### config.mk
export PLATFORM = sky130hd
export DESIGN_NAME = stream_fifo
export DESIGN_NICKNAME = d
export VERILOG_FILES = /design/src/rtl/stream_fifo_pkg.sv /design/src/rtl/stream_fifo_mem.sv /design/src/rtl/stream_fifo.sv
export SDC_FILE = /design/constraint.sdc
export NUM_CORES = 1
export LEC_CHECK = 0
export BUFFER_PORTS_ARGS = -buffer_cell sky130_fd_sc_hd__buf_2
export CORE_UTILIZATION = 64
export CTS_BUF_LIST = sky130_fd_sc_hd__clkbuf_2 sky130_fd_sc_hd__clkbuf_4 sky130_fd_sc_hd__clkbuf_8
export CTS_CLUSTER_DIAMETER = 120
export CTS_CLUSTER_SIZE = 30
export DETAILED_ROUTE_END_ITERATION = 8
export GPL_TIMING_DRIVEN = 0
export MAX_ROUTING_LAYER = met4
export PLACE_DENSITY = 0.95
export SLEW_MARGIN = 10
export SYNTH_ARGS = -nofsm -noshare
export SYNTH_HDL_FRONTEND = slang
export SYNTH_HIERARCHICAL = 1
export SYNTH_SLANG_ARGS = --single-unit
### constraint.sdc
create_clock -name clk -period 4 [get_ports clk]
set_input_delay 0.6 -clock clk [delete_from_list [all_inputs] [get_ports clk]]
set_output_delay 0.6 -clock clk [all_outputs]
set_load 0.05 [all_outputs]
### src/rtl/stream_fifo_pkg.sv
// stream_fifo_pkg: shared sample type and default sizing for the stream FIFO.
//   SAMPLE_W       - width of one sample from the sample pipeline
//   sample_t       - one sample
//   FIFO_DEPTH_DEF - default number of FIFO entries
package stream_fifo_pkg;

    localparam int SAMPLE_W       = 15;
    localparam int FIFO_DEPTH_DEF = 4;

    typedef logic [SAMPLE_W-1:0] sample_t;

endpackage

### src/rtl/stream_fifo_mem.sv
// stream_fifo_mem: DEPTH x WIDTH register array backing the stream FIFO.
// One synchronous write port, one asynchronous (combinational) read port.
// All entries reset to zero.
// Ports:
//   clk   - clock, writes on rising edge
//   rst   - asynchronous active-low reset, clears every entry
//   we    - write enable
//   waddr - write address
//   wdata - write data
//   raddr - read address
//   rdata - read data, mem[raddr]
module stream_fifo_mem
    import stream_fifo_pkg::*;
#(
    parameter int WIDTH = SAMPLE_W,
    parameter int DEPTH = FIFO_DEPTH_DEF
) (
    input  logic                     clk,
    input  logic                     rst,
    input  logic                     we,
    input  logic [$clog2(DEPTH)-1:0] waddr,
    input  logic [WIDTH-1:0]         wdata,
    input  logic [$clog2(DEPTH)-1:0] raddr,
    output logic [WIDTH-1:0]         rdata
);

    logic [WIDTH-1:0] mem [DEPTH];

    always_ff @(posedge clk or negedge rst) begin
        if (!rst) begin
            for (int i = 0; i < DEPTH; i++) begin
                mem[i] <= '0;
            end
        end else if (we) begin
            mem[waddr] <= wdata;
        end
    end

    assign rdata = mem[raddr];

endmodule

### src/rtl/stream_fifo.sv
// stream_fifo: elastic first-word-fall-through FIFO between the always-streaming
// sample pipeline and a consumer that may stall.
// Optional feature macro: STREAM_FIFO_WATERMARK_EN enables registered
// almost_full / almost_empty watermark flags; without it both are tied to 0.
// Ports:
//   clk, rst          - clock, asynchronous active-low reset
//   clr               - synchronous flush (pointers, count, overflow to 0)
//   in_data/in_valid/in_ready    - write side handshake
//   out_data/out_valid/out_ready - read side handshake, head shown combinationally
//   count             - occupancy 0..DEPTH
//   overflow          - sticky: a sample was offered while full
//   almost_full/almost_empty     - watermark flags
module stream_fifo
    import stream_fifo_pkg::*;
#(
    parameter int WIDTH    = SAMPLE_W,
    parameter int DEPTH    = FIFO_DEPTH_DEF,
    parameter int AF_LEVEL = DEPTH - 1,
    parameter int AE_LEVEL = 1
) (
    input  logic                     clk,
    input  logic                     rst,
    input  logic                     clr,
    input  logic [WIDTH-1:0]         in_data,
    input  logic                     in_valid,
    output logic                     in_ready,
    output logic [WIDTH-1:0]         out_data,
    output logic                     out_valid,
    input  logic                     out_ready,
    output logic [$clog2(DEPTH):0]   count,
    output logic                     overflow,
    output logic                     almost_full,
    output logic                     almost_empty
);

    localparam int AW = $clog2(DEPTH);
    localparam int CW = AW + 1;
    localparam logic [CW-1:0] FULL_CNT = CW'(DEPTH);

    if ((DEPTH < 2) || ((DEPTH & (DEPTH - 1)) != 0) ||
        (AF_LEVEL > DEPTH) || (AE_LEVEL > DEPTH)) begin : g_bad_params
        $error("stream_fifo: DEPTH must be a power of two >= 2 and levels <= DEPTH");
    end

    logic [AW-1:0] wr_ptr;
    logic [AW-1:0] rd_ptr;
    logic          push;
    logic          pop;

    assign in_ready  = (count != FULL_CNT);
    assign out_valid = (count != '0);
    assign push      = in_valid & in_ready;
    assign pop       = out_valid & out_ready;

    // Storage: a flush cycle never writes, even if a push is offered.
    stream_fifo_mem #(
        .WIDTH (WIDTH),
        .DEPTH (DEPTH)
    ) u_mem (
        .clk   (clk),
        .rst   (rst),
        .we    (push & ~clr),
        .waddr (wr_ptr),
        .wdata (in_data),
        .raddr (rd_ptr),
        .rdata (out_data)
    );

    // Pointer / occupancy / overflow state; pointers wrap naturally at DEPTH.
    always_ff @(posedge clk or negedge rst) begin
        if (!rst) begin
            wr_ptr   <= '0;
            rd_ptr   <= '0;
            count    <= '0;
            overflow <= 1'b0;
        end else if (clr) begin
            wr_ptr   <= '0;
            rd_ptr   <= '0;
            count    <= '0;
            overflow <= 1'b0;
        end else begin
            if (push) begin
                wr_ptr <= wr_ptr + 1'b1;
            end
            if (pop) begin
                rd_ptr <= rd_ptr + 1'b1;
            end
            case ({push, pop})
                2'b10:   count <= count + 1'b1;
                2'b01:   count <= count - 1'b1;
                default: count <= count;
            endcase
            if (in_valid && !in_ready) begin
                overflow <= 1'b1;
            end
        end
    end

`ifdef STREAM_FIFO_WATERMARK_EN
    localparam logic [CW-1:0] AF_CNT = CW'(AF_LEVEL);
    localparam logic [CW-1:0] AE_CNT = CW'(AE_LEVEL);

    // Watermarks follow count one cycle later; an empty FIFO is almost empty.
    always_ff @(posedge clk or negedge rst) begin
        if (!rst) begin
            almost_full  <= 1'b0;
            almost_empty <= 1'b1;
        end else begin
            almost_full  <= (count >= AF_CNT);
            almost_empty <= (count <= AE_CNT);
        end
    end
`else
    assign almost_full  = 1'b0;
    assign almost_empty = 1'b0;
`endif

endmodule

; ---- After elaboration in Yosys (flattened, before gate mapping)
; Index checks and enable logic that the tools add are counted.
[word_totals]
ff_bits = 68
output_inout_bits = 23
[op_classes]
bitwise_logic = 6
n_eq_ne = 3
muxes = 14
n_reduce_logical = 8
addsub = 4
n_lt_le_gt_ge = 3
[op_table]
columns = op, count
row1 = 60-bit bitwise mux, 1
row2 = 15-bit 2-to-1 mux, 3
row3 = 15-bit binary-select mux with 2-bit select, 1
row4 = 15-bit demux with 2-bit select, 1
row5 = 2-bit 2-to-1 mux, 4
row6 = "3-bit greater-or-equal comparator, second input constant", 2
row7 = 2-bit inverter with 3-bit output, 2
row8 = 3-bit one-hot mux with 2 select lines, 1
row9 = 2-bit nonzero test, 3
row10 = 3-bit nonzero test, 2
row11 = "2-bit by 1-bit adder with 2-bit output, second input constant", 2
row12 = "3-bit by 1-bit adder with 3-bit output, second input constant", 1
row13 = 1-bit AND, 3
row14 = "3-bit by 1-bit less-than comparator with 1-bit output, second input constant", 1
row15 = 3-bit 2-to-1 mux, 1
row16 = "3-bit inequality test, second input constant", 1
row17 = "3-bit by 1-bit subtractor with 3-bit output, second input constant", 1
row18 = "2-bit by 1-bit equality test with 1-bit output, second input constant", 1
row19 = "2-bit equality test, second input constant", 1
row20 = 1-bit logical AND, 2
row21 = 1-bit 2-to-1 mux, 2
row22 = 1-bit zero test, 1
row23 = 1-bit inverter, 1

; ---- Logic depth before layout (Yosys ltp)
[logic_depth]
word_depth = 6
ltp_mapped = 9

; ---- By module
; The synthesis kept the hierarchy.
[by_module_without_submodules]
columns = mod, seq_area_each_um2, n_inst, area_each_um2, cells_per_inst
row1 = stream_fifo_mem, 1501.4, 1, 2620.0, 146
row2 = stream_fifo, 200.2, 1, 565.5, 62

; ---- Least setup slack after synthesis
; OpenSTA, ideal clock, no wires.
[synth_path]
path_kind = register to register
from = register count[0]
to = register count[1]
required_ns = 3.889
setup_time_ns = 0.111
stages_incl_launch_ff = 8
slack_ns = 1.472
t_arrival_ns = 2.417
n_path_buf = 1
cell_sequence = dfrtp_1 > buf_2 > or3_4 > nand2_2 > a21oi_1 > fa_1 > o22ai_1 > a2111oi_2
[synth_via]
elab_chain_cells = 5
elab_cells_between_ends = 11
[synth_lines]
columns = element, line
row1 = start: declaration, stream_fifo.sv:30  ; output logic [$clog2(DEPTH):0] count,
row2 = start signal: assignment, stream_fifo.sv:89  ; 2'b10: count <= count + 1'b1;
row3 = start signal: assignment, stream_fifo.sv:90  ; 2'b01: count <= count - 1'b1;
row4 = start signal: assignment, stream_fifo.sv:91  ; default: count <= count;
row5 = 3-bit nonzero test (*), stream_fifo.sv:51  ; assign out_valid = (count != '0);
row6 = net out_valid, stream_fifo.sv:28  ; output logic out_valid,
row7 = 1-bit AND (*), stream_fifo.sv:53  ; assign pop = out_valid & out_ready;
row8 = 2-bit by 1-bit equality test with 1-bit output / 2-bit equality test (equally long branches), stream_fifo.sv:88  ; case ({push, pop})
row9 = 3-bit one-hot mux with 2 select lines, stream_fifo.sv:88
row10 = 3-bit 2-to-1 mux, stream_fifo.sv:76  ; end else if (clr) begin
; Mark *: on every way through the listed nets, which the timed path passes. The rest lies on a longest branch.
; A chain may end at the register's enable or synchronous reset.

; ---- Worst setup path in the final report
[layout_path]
from = register rd_ptr[1]
to = output out_data[12]
[layout_via]
elab_chain_cells = 4
[layout_lines]
columns = element, line
row1 = start: declaration, stream_fifo.sv:46  ; logic [AW-1:0] rd_ptr;
row2 = start signal: assignment, stream_fifo.sv:86  ; rd_ptr <= rd_ptr + 1'b1;
row3 = 2-bit inverter with 3-bit output (not written as such), stream_fifo_mem.sv:39  ; assign rdata = mem[raddr];
row4 = 15-bit binary-select mux with 2-bit select, stream_fifo_mem.sv:39
row5 = 15-bit 2-to-1 mux (not written as such) (2 in a row), stream_fifo_mem.sv:39
row6 = end: declaration, stream_fifo.sv:27  ; output logic [WIDTH-1:0] out_data,
; Every way passes these cells. The select of a mux whose other input is x is not followed.

==> results by group <==
Timing
  – Worst-margin pin slew: ~720 ps
  – Final hold vios: 0
  – Fmax: 366 MHz
  – Final setup margin: 1270 ps
  – Final Cycle Share: 68.2%
  – Final min period: 2730 ps
  – Final setup viols: 0
  – Setup TNS: 0 ps
  – RSZ-0062 raised after global routing: false
  – Max-slew headroom: about 52%
  – Hold slack: 185 ps
  – Max-slew violations: 0
  – Worst Clk Skew: 7.30 ps

Setup path
  – Worst Setup SP: rd_ptr[1]$_DFFE_PN0P_
  – CP Capture Type: output pin
  – Critical path class: flop to output pin
  – Worst setup SP type: flop
  – Required @ worst endpoint: 3400 ps
  – WP data arrival: 2130 ps
  – Crit path max fanout: 10
  – R2R Path Start: count[0]$_DFFE_PN0P_

Global route
  – Vias in the first global route: 2059
  – Initial antenna violation count: 0
  – Largest net degree at the start of global routing: 39
  – GRT Total Usage: between 20% and 30%
  – First-pass GRT wire length: between 10000 and 15000 µm
  – Total gr overflow: 0

Clock tree
  – Clk buf depth: 2
  – CTS tree: done
  – CTS Buf Count: 9
  – Post-CTS Repair Setup Buffers: 0
  – Worst-Skew Late Latency: 340 ps
  – Post_cts resized: 0
  – Root buffer cell: clkbuf_8
  – H-tree Lvls: 3
  – Sink Count: 68
  – CTS Hold Buffers Added: 0
  – Clk slew on worst S/H paths: 70 ps

Final layout
  – N_diodes: 0
  – Layout cells sized above 1: 58.3%
  – Final cell count without fillers: between 300 and 400
  – Synthesis-to-finish area growth: 17.0%
  – Core Util, Final: 78.4%
  – Nets: 280
  – Final Cell Area: approximately 0.0037 mm²

Min path
  – Hold Crit Class: input pin to asynchronous set/reset pin

Synthesis
  – Cells after Synth: 208
  – Mapped Area: 0.00319 mm²
  – Post-synth EDFFs: 0
  – Post-synthesis async set-or-reset flop share: 100%
  – Synth area leaders: dfrtp_1, mux2_2, mux4_2, xor2_1, buf_4
  – Top FF cell, synth: dfrtp_1
  – Synth Area per Inst: 15.3 µm²
  – Synth warn: 6
  – Yosys top cell area share: 53.4%
  – Netlist cell types: 40
  – Largest area contributor in the netlist: dfrtp_1
  – Post-synthesis sequential area ratio: about 53%
  – FF+latch count, synth: 68

Floorplan
  – Die Y: 72.6 µm
  – Initial Utilization: 67.0%
  – Die area: approximately 0.0053 mm²
  – I/O pins: between 40 and 50
  – Num rows: 25
  – Die width: around 73 µm
  – Core area: 0.00475 mm²

Pwr
  – PwrDens: 729 mW/mm²
  – Tot Pwr: roughly 2.7 mW
  – Leak: 1.71 nW
  – VDD IR max: about 400 µV

Drt
  – Drc violations: 0
  – Drt via density: between 5 and 6
  – Drt initial violations: 107
  – WL final: around 6200 µm
  – Drt wl/cell: 18.7 µm
  – DR vias: 1967
  – 1st-pass router iterations: 4
  – Routed Antenna Nets: 0

Placement
  – RD Place Congestion: 0.774
  – Setup WS pre-CTS: 1480 ps
  – Port Buffer Count: 38
  – Dpl cell area: 0.00349 mm²
  – Dpl hpwl: 3880 µm
  – Cell count after placement: 315

Job
  – Max Cap Viol: 0

Status
  – Outcome: complete, no violations
-- layout by cell type (no fill, tap or decap), types with 2 or more instances in the layout --
cell type  synthesis  routed
buf_6              2       2
a31oi_1            2       2
mux4_2            15      15
nand2_2            2       2
mux2_2            60      60
bufinv_16          0       3
conb_1             1       2
nand3b_2           2       2
dfrtp_1           68      68
clkbuf_8           1      10
nor2_1             8       8
nand3_2            3       3
nand3_1            2       2
buf_2              4      41
a21oi_1            3       3
buf_4              5       6
xor2_1             5       5
nand2_1            2       2
-- cells in the mapped netlist (2+ instances only) --
| library cell | n |
|---|---|
| nand2_2 | 2 |
| nand2_1 | 2 |
| a31oi_1 | 2 |
| nand3_1 | 2 |
| mux4_2 | 15 |
| xor2_1 | 5 |
| nor2_1 | 8 |
| a21oi_1 | 3 |
| nand3_2 | 3 |
| buf_6 | 2 |
| dfrtp_1 | 68 |
| mux2_2 | 60 |
| nand3b_2 | 2 |
| buf_2 | 4 |
| buf_4 | 5 |
-- metal layers --
| layer | track usage (%) | vias to the layer above | wire length, µm |
|---|---|---|---|
| li1 | - | 879 | - |
| met1 | 36.0 | 1009 | 2600 |
| met2 | 42.9 | 67 | 3190 |
| met3 | 5.14 | 12 | 293 |
| met4 | 13.7 | 0 | 102 |
| met5 | - | - | 0 |
-- critical path: stages, from the launching register on --
cell,delay [ps]
dfrtp_1,540
clkbuf_1,600
mux4_2,420
buf_2,230
-- logic make-up after synthesis --
logic type / share of synthesized area (%)
AOI/OAI and AO/OA: 2.79
xor gates and xnor gates: 1.37
adders and majority gates: 0.628
buffers and inverters: 3.42
DFF: 53.4
muxes: 31.8
other: 0.118
and+or+nand+nor: 6.44
-- sequential cells by signal, indices dropped and copies added, names as in the netlist --
name / cells
u_mem/mem: 60
count: 3
rd_ptr: 2
wr_ptr: 2
overflow: 1
-- report_power, final --
| group | switching, mW | total [mW] | internal (mW) |
|---|---|---|---|
| logic | 0.541 | 0.958 | 0.417 |
| registers | 0.141 | 1.08 | 0.937 |
| clock network | 0.261 | 0.683 | 0.422 |
| total | 0.942 | 2.72 | 1.78 |
-- final cells by class --
cell class	count	area, µm²
Clock inverter	6	111
Inverter	2	7.51
Timing Repair Buffer	39	213
Fill cell	290	1030
Clock buffer	10	131
Multi-Input combinational cell	125	1380
Buffer	14	101
Sequential cell	68	1700
Tap cell	67	83.8
-- worst paths after layout --
kind	end	depth (start not counted)	slack [ps]
worst max-delay path	out_data[12]	3	1270
worst min-delay path	u_mem/mem[37]$_DFFE_PN0P_	1	190
worst max register to register	u_mem/mem[48]$_DFFE_PN0P_	7	1630
worst min register to register	u_mem/mem[17]$_DFFE_PN0P_	1	500
max in group asynchronous	u_mem/mem[14]$_DFFE_PN0P_	2	3270
min in group clk	u_mem/mem[17]$_DFFE_PN0P_	1	500
No activity file was read; power rests on OpenSTA's default activity.
